File: config.mk
export PLATFORM = sky130hd
export DESIGN_NAME = mips_timer
export DESIGN_NICKNAME = d
export VERILOG_FILES = /design/src/rtl/timer_pkg.sv /design/src/rtl/mips_timer.sv
export SDC_FILE = /design/constraint.sdc
export NUM_CORES = 1
export LEC_CHECK = 0
export CELL_PAD_IN_SITES_DETAIL_PLACEMENT = 1
export CELL_PAD_IN_SITES_GLOBAL_PLACEMENT = 2
export CORE_MARGIN = 5
export CORE_UTILIZATION = 40
export CTS_CLUSTER_SIZE = 12
export DETAILED_ROUTE_END_ITERATION = 10
export DONT_BUFFER_PORTS = 1
export PLACE_DENSITY = 0.87
export SYNTH_ARGS = -nofsm -noshare
export SYNTH_HDL_FRONTEND = slang
export SYNTH_SLANG_ARGS = --single-unit
File: constraint.sdc
create_clock -name clk -period 2.9 [get_ports clk]
set_clock_uncertainty 0.15 [all_clocks]
set_input_delay 0.29 -clock clk [delete_from_list [all_inputs] [get_ports clk]]
set_output_delay 0.29 -clock clk [all_outputs]
set_load 0.005 [all_outputs]
File: src/rtl/timer_pkg.sv
// Shared definitions for the memory-mapped countdown timer: FSM encoding,
// register offsets, CTRL bit positions and MODE codes.
package timer_pkg;

    localparam logic [1:0] ST_IDLE = 2'b00;
    localparam logic [1:0] ST_LOAD = 2'b01;
    localparam logic [1:0] ST_CNT  = 2'b10;
    localparam logic [1:0] ST_INT  = 2'b11;

    localparam logic [1:0] CTRL_OFS   = 2'b00;
    localparam logic [1:0] PRESET_OFS = 2'b01;
    localparam logic [1:0] COUNT_OFS  = 2'b10;

    localparam int CTRL_EN      = 0;
    localparam int CTRL_MODE_LO = 1;
    localparam int CTRL_MODE_HI = 2;
    localparam int CTRL_IM      = 3;
    localparam int CTRL_STAT    = 4;

    localparam logic [1:0] MODE_ONESHOT = 2'b00;
    localparam logic [1:0] MODE_RELOAD  = 2'b01;

    // Only the exact RELOAD code auto-reloads; 1x falls back to one-shot.
    function automatic logic is_reload(input logic [1:0] mode);
        return mode == MODE_RELOAD;
    endfunction

endpackage

File: src/rtl/mips_timer.sv
// 32-bit countdown timer on the CPU device bus with CTRL/PRESET/COUNT registers.
// Optional TIMER_STATUS_EN exposes the one-shot pending flag in CTRL[4].
module mips_timer
    import timer_pkg::*;
#(
    parameter logic [31:0] BASE_ADDR = 32'h0000_7F00
) (
    input  logic        clk,
    input  logic        reset_n,
    input  logic [31:0] addr,
    input  logic        we,
    input  logic [31:0] wd,
    output logic [31:0] rd,
    output logic        irq
);

    logic        ctrl_en;
    logic [1:0]  ctrl_mode;
    logic        ctrl_im;
    logic [31:0] preset;
    logic [31:0] count;
    logic [1:0]  state;
    logic        irq_flag;

    logic        hit;
    logic        wr_ctrl;
    logic        wr_preset;
    logic        ctrl_update;
    logic        oneshot_done;
    logic        stat_bit;
    logic        unused_addr_bits;

    assign unused_addr_bits = ^addr[1:0];

    // NOTE: every always_comb output gets a default first so no path leaves
    // it unassigned, which would otherwise infer a latch.
    always_comb begin
        hit          = 1'b0;
        wr_ctrl      = 1'b0;
        wr_preset    = 1'b0;
        ctrl_update  = 1'b0;
        oneshot_done = 1'b0;
        hit       = (addr[31:4] == BASE_ADDR[31:4]) && (addr[3:2] != 2'b11);
        wr_ctrl   = we && hit && (addr[3:2] == CTRL_OFS);
        wr_preset = we && hit && (addr[3:2] == PRESET_OFS);
`ifdef TIMER_STATUS_EN
        // A CTRL write with the status bit set only acknowledges the flag.
        ctrl_update = wr_ctrl && !wd[CTRL_STAT];
`else
        ctrl_update = wr_ctrl;
`endif
        oneshot_done = (state == ST_INT) && !is_reload(ctrl_mode);
    end

`ifdef TIMER_STATUS_EN
    assign stat_bit = irq_flag;
`else
    assign stat_bit = 1'b0;
`endif

    always_comb begin
        rd = '0;
        case (addr[3:2])
            CTRL_OFS:   rd = {27'd0, stat_bit, ctrl_im, ctrl_mode, ctrl_en};
            PRESET_OFS: rd = preset;
            COUNT_OFS:  rd = count;
            default:    rd = '0;
        endcase
    end

    // NOTE: sequential state is assigned with non-blocking <= so every
    // register samples pre-edge values regardless of statement order.
    always_ff @(posedge clk or negedge reset_n) begin
        if (!reset_n) begin
            ctrl_en   <= 1'b0;
            ctrl_mode <= MODE_ONESHOT;
            ctrl_im   <= 1'b0;
            preset    <= '0;
            count     <= '0;
            state     <= ST_IDLE;
            irq_flag  <= 1'b0;
        end else begin
            case (state)
                ST_IDLE: if (ctrl_en) state <= ST_LOAD;
                ST_LOAD: begin
                    count <= preset;
                    state <= ST_CNT;
                end
                ST_CNT: begin
                    if (!ctrl_en) begin
                        state <= ST_IDLE;
                    end else if (count <= 32'd1) begin
                        count <= '0;
                        state <= ST_INT;
                    end else begin
                        count <= count - 32'd1;
                    end
                end
                default: state <= is_reload(ctrl_mode) ? ST_LOAD : ST_IDLE;
            endcase

            // Bus write to CTRL takes priority over the one-shot EN clear.
            if (ctrl_update) begin
                ctrl_en   <= wd[CTRL_EN];
                ctrl_mode <= wd[CTRL_MODE_HI:CTRL_MODE_LO];
                ctrl_im   <= wd[CTRL_IM];
            end else if (oneshot_done) begin
                ctrl_en <= 1'b0;
            end

            if (wr_preset) preset <= wd;

            if (wr_ctrl || wr_preset) irq_flag <= 1'b0;
            else if (oneshot_done)    irq_flag <= 1'b1;
        end
    end

    assign irq = is_reload(ctrl_mode) ? ((state == ST_INT) && ctrl_im)
                                      : (irq_flag && ctrl_im);

endmodule
* Word level (Yosys, flattened, before mapping)
Index checks and enable logic that the tools add are counted.
Cells by class: reductions and logical operators 16, muxes and demuxes 14, order comparisons 1, $add $sub $neg 1, equal/unequal tests 11
Operators with widths (count):
- case mux 32 bit (3 select lines) | 1
- 2-to-1 mux 32 bit | 2
- case mux 32 bit (2 select lines) | 1
- <= comparator 32 x 1 -> 1 bit (second input constant) | 1
- subtractor 32 x 1 -> 32 bit (second input constant) | 1
- == test 28 x 11 -> 1 bit (second input constant) | 1
- logical AND 1 bit | 7
- == test 2 x 1 -> 1 bit (second input constant) | 3
- == test 2 bit (second input constant) | 3
- 2-to-1 mux 1 bit | 6
- 2-to-1 mux 2 bit | 3
- inequality test 2 bit (second input constant) | 3
- case mux 2 bit (3 select lines) | 1
- nonzero test 2 bit | 3
- logical NOT 2 bit | 2
- AND reduction 2 bit | 2
- inequality test 3 bit (second input constant) | 1
- logical NOT 1 bit | 1
- logical OR 1 bit | 1
Word-level totals: output and inout port bits 33, input port bits 67, register bits 71, logic and storage cells 50

* Depth between registers and ports, before layout
depth in word-level cells 6, depth in mapped cells 8, depth with buffers taken out 7

* Worst setup path after synthesis
No wires, ideal clock.
kind flip-flop to flip-flop, from register count[0], to register count[14], arrival time 2.199 ns, period minus slack after synthesis 2.472 ns, required time 2.626 ns, cell stages (with the launch flop) 8, setup slack 0.428 ns, path buffers 0, cell sequence dfrtp_1 inv_1 ha_1 or4b_2 nor3_1 and2_1 o21ai_1 a211o_1
On the way: cells in the longest elaborated chain, start to end 4
Ends and longest elaborated chain:
- start: declaration | line mips_timer.sv:21 | logic [31:0] count;
- start signal: assignment | line mips_timer.sv:86 | count <= preset;
- start signal: assignment | line mips_timer.sv:96 | count <= count - 32'd1;
- subtractor 32 x 1 -> 32 bit / <= comparator 32 x 1 -> 1 bit (equally long branches) | line mips_timer.sv:96, mips_timer.sv:92
- 2-to-1 mux 32 bit * | line mips_timer.sv:92 | end else if (count <= 32'd1) begin
- 2-to-1 mux 32 bit * | line mips_timer.sv:90 | if (!ctrl_en) begin
- case mux 32 bit (2 select lines) * | line mips_timer.sv:83 | case (state)
Mark *: on every way between the ends. The rest lies on a longest branch, timed or not. The select of a mux whose other input is x is not followed. A chain may end at the register's enable or synchronous reset.

* Worst setup path in the final report
from register count[1], to register count[20]
Same word-level chain as after synthesis.

==> reports/metrics.csv <==
metric,value,unit
chipWidth,110.9,µm
routabilityCongestion,0.9214,
h-tree-depth,3,
hold_violations,0,
timing.final.crit_share,93.77,%
dpl_cell_area,0.004309,mm²
cts_buffers,9,
synth-warning-count,0,
grt_pass1_wl,20970,µm
min_to,ctrl_en,
drt-vias-per-instance,6.140,
power.total,1750,µW
coreArea,0.009864,mm²
num_rows,36,
chipHeight,110.9,µm
fin_hold_ws,133.6,ps
fmax,367.8,MHz
grt-ovfl-total,0,
slew_headroom,35.12,%
final.min_clock_period,2719,ps
ys.flop_type,dfrtp_1,
synth.distinct_cells,64,
cp-end-kind,flip-flop,
synthAdderAreaFrac,0.6148,%
clk_path_buf_depth,2,
grt_pass1_vias,3907,
min-delay-start,addr[2],
final_cell_mix,"dfrtp_1, mux2_2, a22o_1",
root_buffer,clkbuf_8,
cp_cell_sequence,inv_1 -> ha_1 -> or4b_2 -> buf_4 -> nor3_1 -> o21ai_0 -> a221o_1,
cts_tree,yes,
critPathLaunchType,flip-flop,
wl_per_cell,22.13,µm
p_leak,0.002182,µW
crit_arrival,2810,ps
max_slew.worst_pin.slew,968.7,ps
worstReg2RegEnd,count[20],
r2r_start,count[1],
synth_simple_gate_area_share,17.61,%
finalSetupViolations,0,
rsz0062_at_grt,false,
seq_area_frac_synth,43.65,%
first_iter_violations,162,
syn_nets,461,
final_common_cell,dfrtp_1,
critPathMaxStageDelay,750,ps
cts_setup_buffers,0,
synth_compound_area_share,22.99,%
worst_path_max_delay_cell,or4b_2,
ioPinCount,100,
hpwl,8771,µm
required,2990,ps
path_clk_slew,70,ps
final_util,48.85,%
grt_usage,21.27,%
nets,506,
clock-sinks,71,
min_path_type,in -> reg,
start_util,41.26,%
cellPowerDensity,363.2,mW/mm²
die_area,0.01229,mm²
drt-pass1-iter-count,4,
synth_top_family_by_area,compound AO/OA/AOI/OAI gates,
async_reset_ff_share,100.0,%
status,completed,
maxCapViolCount,0,
synth-xor-area-share,0,%
path_max_fanout,8,
syn_avg_cell_area,10.38,µm²
num_vias,3512,
antenna_found_initial,0,
port_buffers,0,
insertedDiodeCount,0,
ant_nets,0,
synth-seq-cells,71,
synth_edf_count,0,
finalMaxSlewViolations,0,
syn2layout_area_growth,18.38,%
ir_drop,0.1854,mV
hold_depth,2,
critical_path_class,reg -> reg,
rrSetupSlack,180,ps
grt_start_max_net_pins,72,
drc,0,
syn_area,0.004070,mm²
routed_wl,12660,µm
syn-instance-count,392,
r2r_cells,7,
design_area,0.004818,mm²
synth.area.mux_share,10.94,%
clkLatencyLatePin,360,ps
drive_gt1_share,19.59,%
setup_tns,0,ps
-- cell usage after synthesis (all sizes together), types with 9 or more instances --
cell    instances  share of area (%)
a221o           9                2.2
a22o           34                7.3
buf            11                1.9
clkbuf         13                1.2
dfrtp          71                 44
inv            12                1.1
mux2           36                 10
nand2          25                2.3
nand3          10                1.2
nor2           17                1.6
nor3           16                2.1
nor4           12                2.2
o21ai          24                3.0
-- where the power goes --
group	switching (µW)	internal [µW]	leakage [µW]
logic	43.4	41.1	0.00111
clock network	359	317	0.0000809
registers	0.0000405	990	0.000993
-- cells by family (layout without fill, tap and decap cells) --
logic type	after synthesis	after routing
and+or+nand+nor	125	125
AOI/OAI and AO/OA	118	118
DFF	71	71
muxes	40	40
buffers and inverters	36	83
adders and majority gates	2	2
-- metrics by stage --
stage               setup slack, ps  instances
floorplan                     427.6        392
global placement              237.0        525
detailed placement            195.1        525
CTS                           184.3        572
global route                  24.03        572
finish                        180.8        572
-- worst max path at each step --
stage                        start        end  slack [ps]  cells past startpoint
final                     count[1]  count[20]         180                      7
after global routing      count[1]  count[20]          20                      7
after CTS                 count[1]  count[20]         180                      7
after detailed placement  count[1]  count[20]         200                      7
after global placement    count[1]  count[30]         240                      6
after floorplan           count[0]  count[14]         430                      7
-- final cells by class --
type | instances | area (µm²)
inverters | 12 | 45.04
well taps | 133 | 166.4
clock inverters | 2 | 10.01
fillers | 1069 | 5046
multi-input cells | 285 | 2128
clock buffers | 11 | 141.4
flip-flops and latches | 71 | 1777
repair buffers | 58 | 550.5
-- worst max-delay path, delay by kind of cell (launching register included) --
kind                       cells  cell delay (ps)
buffers and inverters          2              350
adders and majority gates      1              270
and+or+nand+nor                2              920
DFF                            1              440
AOI/OAI and AO/OA              2              470
-- what timing repair did --
item	4_1_cts	5_1_grt
gates resized for setup	0	0
endpoints found under the setup margin	0	0
hold buffers	34	0
hold endpoints to repair	107	0
-- routing by layer --
| layer | vias to the layer above | global-route usage, % | share of wire [%] |
|---|---|---|---|
| met5 | - | 0 | 0 |
| li1 | 1621 | - | - |
| met3 | 15 | 5.622 | 5.0 |
| met1 | 1779 | 26.95 | 44 |
| met2 | 97 | 35.56 | 50 |
| met4 | 0 | 6.404 | 1.3 |
-- registers in the layout, summed over array words and instances, names as in the netlist --
register	count
count	32
ctrl_en	1
ctrl_im	1
ctrl_mode	2
irq_flag	1
preset	32
state	2
No activity file was read; power rests on OpenSTA's default activity.
